$ cat config.mk
export PLATFORM = sky130hd
export DESIGN_NAME = gshare_pattern_table_flat
export DESIGN_NICKNAME = d
export VERILOG_FILES = /design/src/rtl/gshare_pattern_table_if.sv /design/src/rtl/gshare_pattern_table.sv /design/src/flat_wrapper.sv
export SDC_FILE = /design/constraint.sdc
export NUM_CORES = 1
export LEC_CHECK = 0
export ABC_AREA = 1
export CAP_MARGIN = 10
export CORE_UTILIZATION = 55
export DETAILED_ROUTE_END_ITERATION = 7
export HOLD_SLACK_MARGIN = 0.03
export PLACE_DENSITY = 0.82
export SETUP_SLACK_MARGIN = 0.2
export SLEW_MARGIN = 25
export SYNTH_ARGS = -nofsm -noshare
export SYNTH_HDL_FRONTEND = slang
export SYNTH_SLANG_ARGS = --single-unit
export TNS_END_PERCENT = 10
$ cat constraint.sdc
create_clock -name clk -period 5 [get_ports clk]
set_input_delay 1.25 -clock clk [delete_from_list [all_inputs] [get_ports clk]]
set_output_delay 1.25 -clock clk [all_outputs]
set_load 0.02 [all_outputs]
$ cat src/rtl/gshare_pattern_table_if.sv
// gshare_pattern_table_if: lookup, prediction and resolved-branch update signals of the gshare PHT.
interface gshare_pattern_table_if #(
    parameter int ADDR_WIDTH  = 32,
    parameter int INDEX_WIDTH = 7,
    parameter int GHR_WIDTH   = 7
);
    logic                   lookup_valid;
    logic [ADDR_WIDTH-1:0]  lookup_address;
    logic [GHR_WIDTH-1:0]   global_history;
    logic                   lookup_ready;
    logic                   pred_valid;
    logic                   pred_taken;
    logic [INDEX_WIDTH-1:0] pred_index;
    logic                   update_valid;
    logic [INDEX_WIDTH-1:0] update_index;
    logic                   update_taken;
    logic                   update_mispredict;
    modport master (
        output lookup_valid, lookup_address, global_history,
        output update_valid, update_index, update_taken, update_mispredict,
        input  lookup_ready, pred_valid, pred_taken, pred_index
    );
    modport slave (
        input  lookup_valid, lookup_address, global_history,
        input  update_valid, update_index, update_taken, update_mispredict,
        output lookup_ready, pred_valid, pred_taken, pred_index
    );
endinterface

$ cat src/rtl/gshare_pattern_table.sv
// gshare_pattern_table: 2-bit saturating-counter PHT indexed by address XOR global history.
// Optional GSHARE_PATTERN_TABLE_STATS_EN adds update/mispredict counters.
module gshare_pattern_table #(
    parameter int ADDR_WIDTH  = 32,
    parameter int INDEX_WIDTH = 7,
    parameter int GHR_WIDTH   = 7
) (
    input  logic clk,
    input  logic async_rst,
    input  logic clk_en,
    gshare_pattern_table_if.slave bus
`ifdef GSHARE_PATTERN_TABLE_STATS_EN
    ,
    output logic [31:0] stat_updates,
    output logic [31:0] stat_mispredicts
`endif
);
    typedef enum logic {INIT, RUN} state_t;
    state_t state, state_nxt;
    logic [INDEX_WIDTH-1:0] ptr, idx;
    logic [1:0] pht [0:(1<<INDEX_WIDTH)-1];
    logic [1:0] upd_cur, upd_nxt, lkp_ctr;
    logic ready, lkp_go, upd_go;
    logic unused_bits;

    always_ff @(posedge clk or posedge async_rst)
        if (async_rst) state <= INIT;
        else if (clk_en) state <= state_nxt;

    always_comb state_nxt = (state == INIT && ptr == '1) ? RUN : state;

    always_comb ready = state == RUN;

    always_ff @(posedge clk or posedge async_rst)
        if (async_rst) ptr <= '0;
        else if (clk_en && state == INIT) ptr <= ptr + 1'b1;

    assign bus.lookup_ready = ready;
    assign lkp_go = ready & bus.lookup_valid;
    assign upd_go = ready & bus.update_valid;
    assign idx = bus.lookup_address[INDEX_WIDTH+1:2] ^ INDEX_WIDTH'(bus.global_history);
    assign upd_cur = pht[bus.update_index];
    assign upd_nxt = bus.update_taken ? (upd_cur == 2'b11 ? upd_cur : upd_cur + 2'd1)
                                      : (upd_cur == 2'b00 ? upd_cur : upd_cur - 2'd1);
    // write-first: a same-cycle update to the looked-up entry is visible to the lookup
    assign lkp_ctr = (upd_go && bus.update_index == idx) ? upd_nxt : pht[idx];
    assign unused_bits = ^{bus.lookup_address, bus.update_mispredict};

    always_ff @(posedge clk)
        if (clk_en) begin
            if (state == INIT) pht[ptr] <= 2'b01;
            else if (bus.update_valid) pht[bus.update_index] <= upd_nxt;
        end

    always_ff @(posedge clk or posedge async_rst)
        if (async_rst) begin
            bus.pred_valid <= 1'b0;
            bus.pred_taken <= 1'b0;
            bus.pred_index <= '0;
        end else if (clk_en) begin
            bus.pred_valid <= lkp_go;
            if (lkp_go) begin
                bus.pred_taken <= lkp_ctr[1];
                bus.pred_index <= idx;
            end
        end

`ifdef GSHARE_PATTERN_TABLE_STATS_EN
    always_ff @(posedge clk or posedge async_rst)
        if (async_rst) begin
            stat_updates     <= '0;
            stat_mispredicts <= '0;
        end else if (clk_en && upd_go) begin
            stat_updates     <= stat_updates + 32'd1;
            stat_mispredicts <= stat_mispredicts + {31'd0, bus.update_mispredict};
        end
`endif
endmodule
$ cat src/flat_wrapper.sv
// flat-port wrapper written by rule: the top's interface ports become plain ports
module gshare_pattern_table_flat 
#(
    parameter int ADDR_WIDTH  = 32,
    parameter int INDEX_WIDTH = 7,
    parameter int GHR_WIDTH   = 7
)
  (clk, async_rst, clk_en, bus_lookup_valid, bus_lookup_address, bus_global_history, bus_update_valid, bus_update_index, bus_update_taken, bus_update_mispredict, bus_lookup_ready, bus_pred_valid, bus_pred_taken, bus_pred_index);
  gshare_pattern_table_if #(.ADDR_WIDTH(ADDR_WIDTH), .INDEX_WIDTH(INDEX_WIDTH), .GHR_WIDTH(GHR_WIDTH)) bus_i ();
  input  logic clk;
  input  logic async_rst;
  input  logic clk_en;
  input wire logic [$bits(bus_i.lookup_valid)-1:0] bus_lookup_valid;
  input wire logic [$bits(bus_i.lookup_address)-1:0] bus_lookup_address;
  input wire logic [$bits(bus_i.global_history)-1:0] bus_global_history;
  input wire logic [$bits(bus_i.update_valid)-1:0] bus_update_valid;
  input wire logic [$bits(bus_i.update_index)-1:0] bus_update_index;
  input wire logic [$bits(bus_i.update_taken)-1:0] bus_update_taken;
  input wire logic [$bits(bus_i.update_mispredict)-1:0] bus_update_mispredict;
  output wire logic [$bits(bus_i.lookup_ready)-1:0] bus_lookup_ready;
  output wire logic [$bits(bus_i.pred_valid)-1:0] bus_pred_valid;
  output wire logic [$bits(bus_i.pred_taken)-1:0] bus_pred_taken;
  output wire logic [$bits(bus_i.pred_index)-1:0] bus_pred_index;
  assign bus_i.lookup_valid = bus_lookup_valid;
  assign bus_i.lookup_address = bus_lookup_address;
  assign bus_i.global_history = bus_global_history;
  assign bus_i.update_valid = bus_update_valid;
  assign bus_i.update_index = bus_update_index;
  assign bus_i.update_taken = bus_update_taken;
  assign bus_i.update_mispredict = bus_update_mispredict;
  assign bus_lookup_ready = bus_i.lookup_ready;
  assign bus_pred_valid = bus_i.pred_valid;
  assign bus_pred_taken = bus_i.pred_taken;
  assign bus_pred_index = bus_i.pred_index;
  gshare_pattern_table #(.ADDR_WIDTH(ADDR_WIDTH), .INDEX_WIDTH(INDEX_WIDTH), .GHR_WIDTH(GHR_WIDTH)) u_core (.clk(clk), .async_rst(async_rst), .clk_en(clk_en), .bus(bus_i));
endmodule
==> qor.yml <==
hold_path:
  hold_depth: 2
  hp-class: "reg2reg"
  worstHoldStart: "u_core.bus.pred_valid"
  holdPathEnd: "u_core.bus.pred_valid"
placement:
  place_ws_ns: 0.714
  post-dp-hpwl_um: 21600
  placed_cells: 1843
  place.port_buffers: 36
  gp_congestion: 0.928
critical_path:
  cp.arrival_ns: 4.01
  r2r_start: "u_core.bus.lookup_ready"
  cp-end-kind: "flop"
  r2r_cells: 6
  crit_type: "in2reg"
  r2r-end: "u_core.pht[65][0]"
  crit_path_max_fanout: 16
  critPathRequiredTime_ns: 5.22
  start_kind: "input port"
  regToRegSetupSlack_ns: 2.00
detailed_routing:
  drt_wl_total_um: 36900
  vias: 11300
  post-route-drc-count: 0
  dr.pass1.iters: 6
  antenna_left: 0
  wl_per_cell_um: 19.5
  via_per_inst: 5.95
  first_iter_violations: 1505
cts:
  cts_root_buf: "clkbuf_16"
  clk_pin_slew_ns: 0.06
  clkLatencyLatePin_ns: 0.56
  cts_buffers: 27
  h-tree-depth: 1
  post_cts_resized: 0
  tritoncts: "built"
  cts_setup_buffers: 0
  clock-sinks: 273
  ctsHoldBuffers: 0
  clockBufferDepth: 3
global_route:
  use_met3_pct: 5.69
  grt_start_max_net_pins: 132
  antenna_found_initial: 0
  grtUsageMet1_pct: 37.4
  grt_pass1_wl_um: 56800
  track_usage_pct: 28.9
  grt_use_met2_pct: 46.7
  grt.busiest_layer: "met2"
  grt.overflow.total: 0
  grt_pass1_vias: 10800
final_layout:
  antenna_cells: 0
  finish.net_count: 1602
  drive_above_1_share_pct: 5.74
  layout.cells.non_filler: 1893
  syn_to_final_growth_pct: 11.3
synth:
  avgSynthCellArea_um2: 8.90
  async_reset_ff_share_pct: 6.23
  synthDominantCellAreaShare_pct: 56.1
  netlist_area_um2: 13700
  yosysMostFrequentCell: "nand2_1"
  netlist_top_cells_area: "edfxtp_1 (56%), nand2_1 (13%), nand3_1 (13%)"
  yosysWarnings: 0
  synth_largest_area_cell: "edfxtp_1"
  syn-num-nets: 1594
  synth_edf_count: 256
  synth_commonest_cells: "nand2_1 (475), nand3_1 (347), edfxtp_1 (256), nor2_1 (145), inv_1 (136)"
  synth_ff_type: "edfxtp_1"
  synth_cell_types: 35
  synth_seq_cells: 273
  synthCells: 1540
  seq_area_frac_synth_pct: 59.2
power_and_ir_drop:
  p_leak_nw: 6.16
  p_total_mw: 6.03
  ir_drop_mv: 0.267
  powerDensity_nw_per_um2: 395
timing:
  slew_violations: 0
  fin_crit_ns: 3.79
  skew_ns: 0.0211
  relSlewSlack_pct: 31.5
  worstMarginPinSlew_ns: 1.03
  rsz0062_at_grt: "no"
  fin_setup_tns_ns: 0
  fin_ws_ns: 1.21
  period_share_pct: 75.9
  setup_viol: 0
  hold_viol_final: 0
  max_freq_ghz: 0.264
floorplanning:
  io_pins: 63
  core.rowCount: 57
  die_h_um: 160
  core_um2: 24400
  die_area_um2: 25600
  die_w_um: 160
  start_util_pct: 56.2
run:
  cap_violations: 0
run_status:
  status: "finished, final reports clean"
## state kept, by name (all words and copies together), names as in the netlist
signal / flops
u_core.bus.pred_valid: 1
u_core.pht: 256
u_core.bus.pred_taken: 1
u_core.ptr: 7
u_core.bus.lookup_ready: 1
u_core.bus.pred_index: 7
## worst max path at each step
stage,from,to,slack (ns),depth (start not counted)
finish,clk_en,u_core.pht[65][0],1.21,7
global route,clk_en,u_core.pht[18][0],1.08,7
CTS,clk_en,u_core.pht[65][0],1.26,7
detailed placement,clk_en,u_core.pht[65][0],0.71,7
global placement,clk_en,u_core.pht[65][0],0.85,7
floorplan,bus_update_index[0],u_core.pht[0][1],0.42,15
## metal layers
metal	wire [um]	share of wire, %
met2	17100	46
met5	0	0
met1	13100	35
met3	4980	13
met4	1790	4.8
## placed cells by master, fill, tap and decap left out, types with 3 or more instances in the layout
cell and instances:
nand2_1 473, nand3_1 346, edfxtp_1 256, nor2_1 145, inv_1 136, clkdlybuf4s50_1 34, clkbuf_16 27, buf_4 20
dfrtp_1 17, o21ai_0 14, nor3_1 11, buf_12 9, xor2_1 8, clkinv_1 8, clkinv_2 7, o211ai_1 6
a21oi_1 6, o21ai_1 5, bufinv_16 5, xnor2_1 4, inv_2 4, clkbuf_1 4, o21ai_2 3
## critical path: stages
cell	delay, ns
clkdlybuf4s50_1	0.52
nand3_2	0.31
o21ai_2	0.41
inv_2	0.10
nor3_1	0.28
nand2_1	0.67
nor2_1	0.46
## report_power, final
group | internal, mW | switching [mW] | total [mW]
Clock | 1.25 | 0.872 | 2.13
Combinational | 0.331 | 0.905 | 1.24
Sequential | 2.61 | 0.0558 | 2.67
Total | 4.19 | 1.83 | 6.03
## through the flow
stage | hold WS [ns] | utilization [%] | area, um2
after CTS | 0.485 | 62.6 | 15300
after detailed placement | 0.468 | 58.8 | 14300
after floorplan | 0.464 | - | 13700
final | 0.485 | 62.6 | 15300
after global routing | 0.502 | 62.6 | 15300
after global placement | 0.467 | 58.8 | 14300
## kinds of logic after synthesis
family                     count (synthesis)  synth area share (%)
and+or+nand+nor                          982                  30.2
adders and majority gates                  1                0.0912
DFF                                      273                  59.2
AOI/OAI and AO/OA                         40                  1.82
buffers and inverters                    229                  7.47
xor gates and xnor gates                  15                  1.20
## area by class of cell
| cell class | instances | area (um2) |
|---|---|---|
| fillers | 1918 | 9120 |
| flip-flops and latches | 273 | 8110 |
| well taps | 324 | 405 |
| repair buffers | 64 | 676 |
| clock buffers | 31 | 691 |
| inverters | 144 | 542 |
| multi-input cells | 1038 | 4610 |
| clock inverters | 19 | 235 |
(Power assumes the default switching activity.)
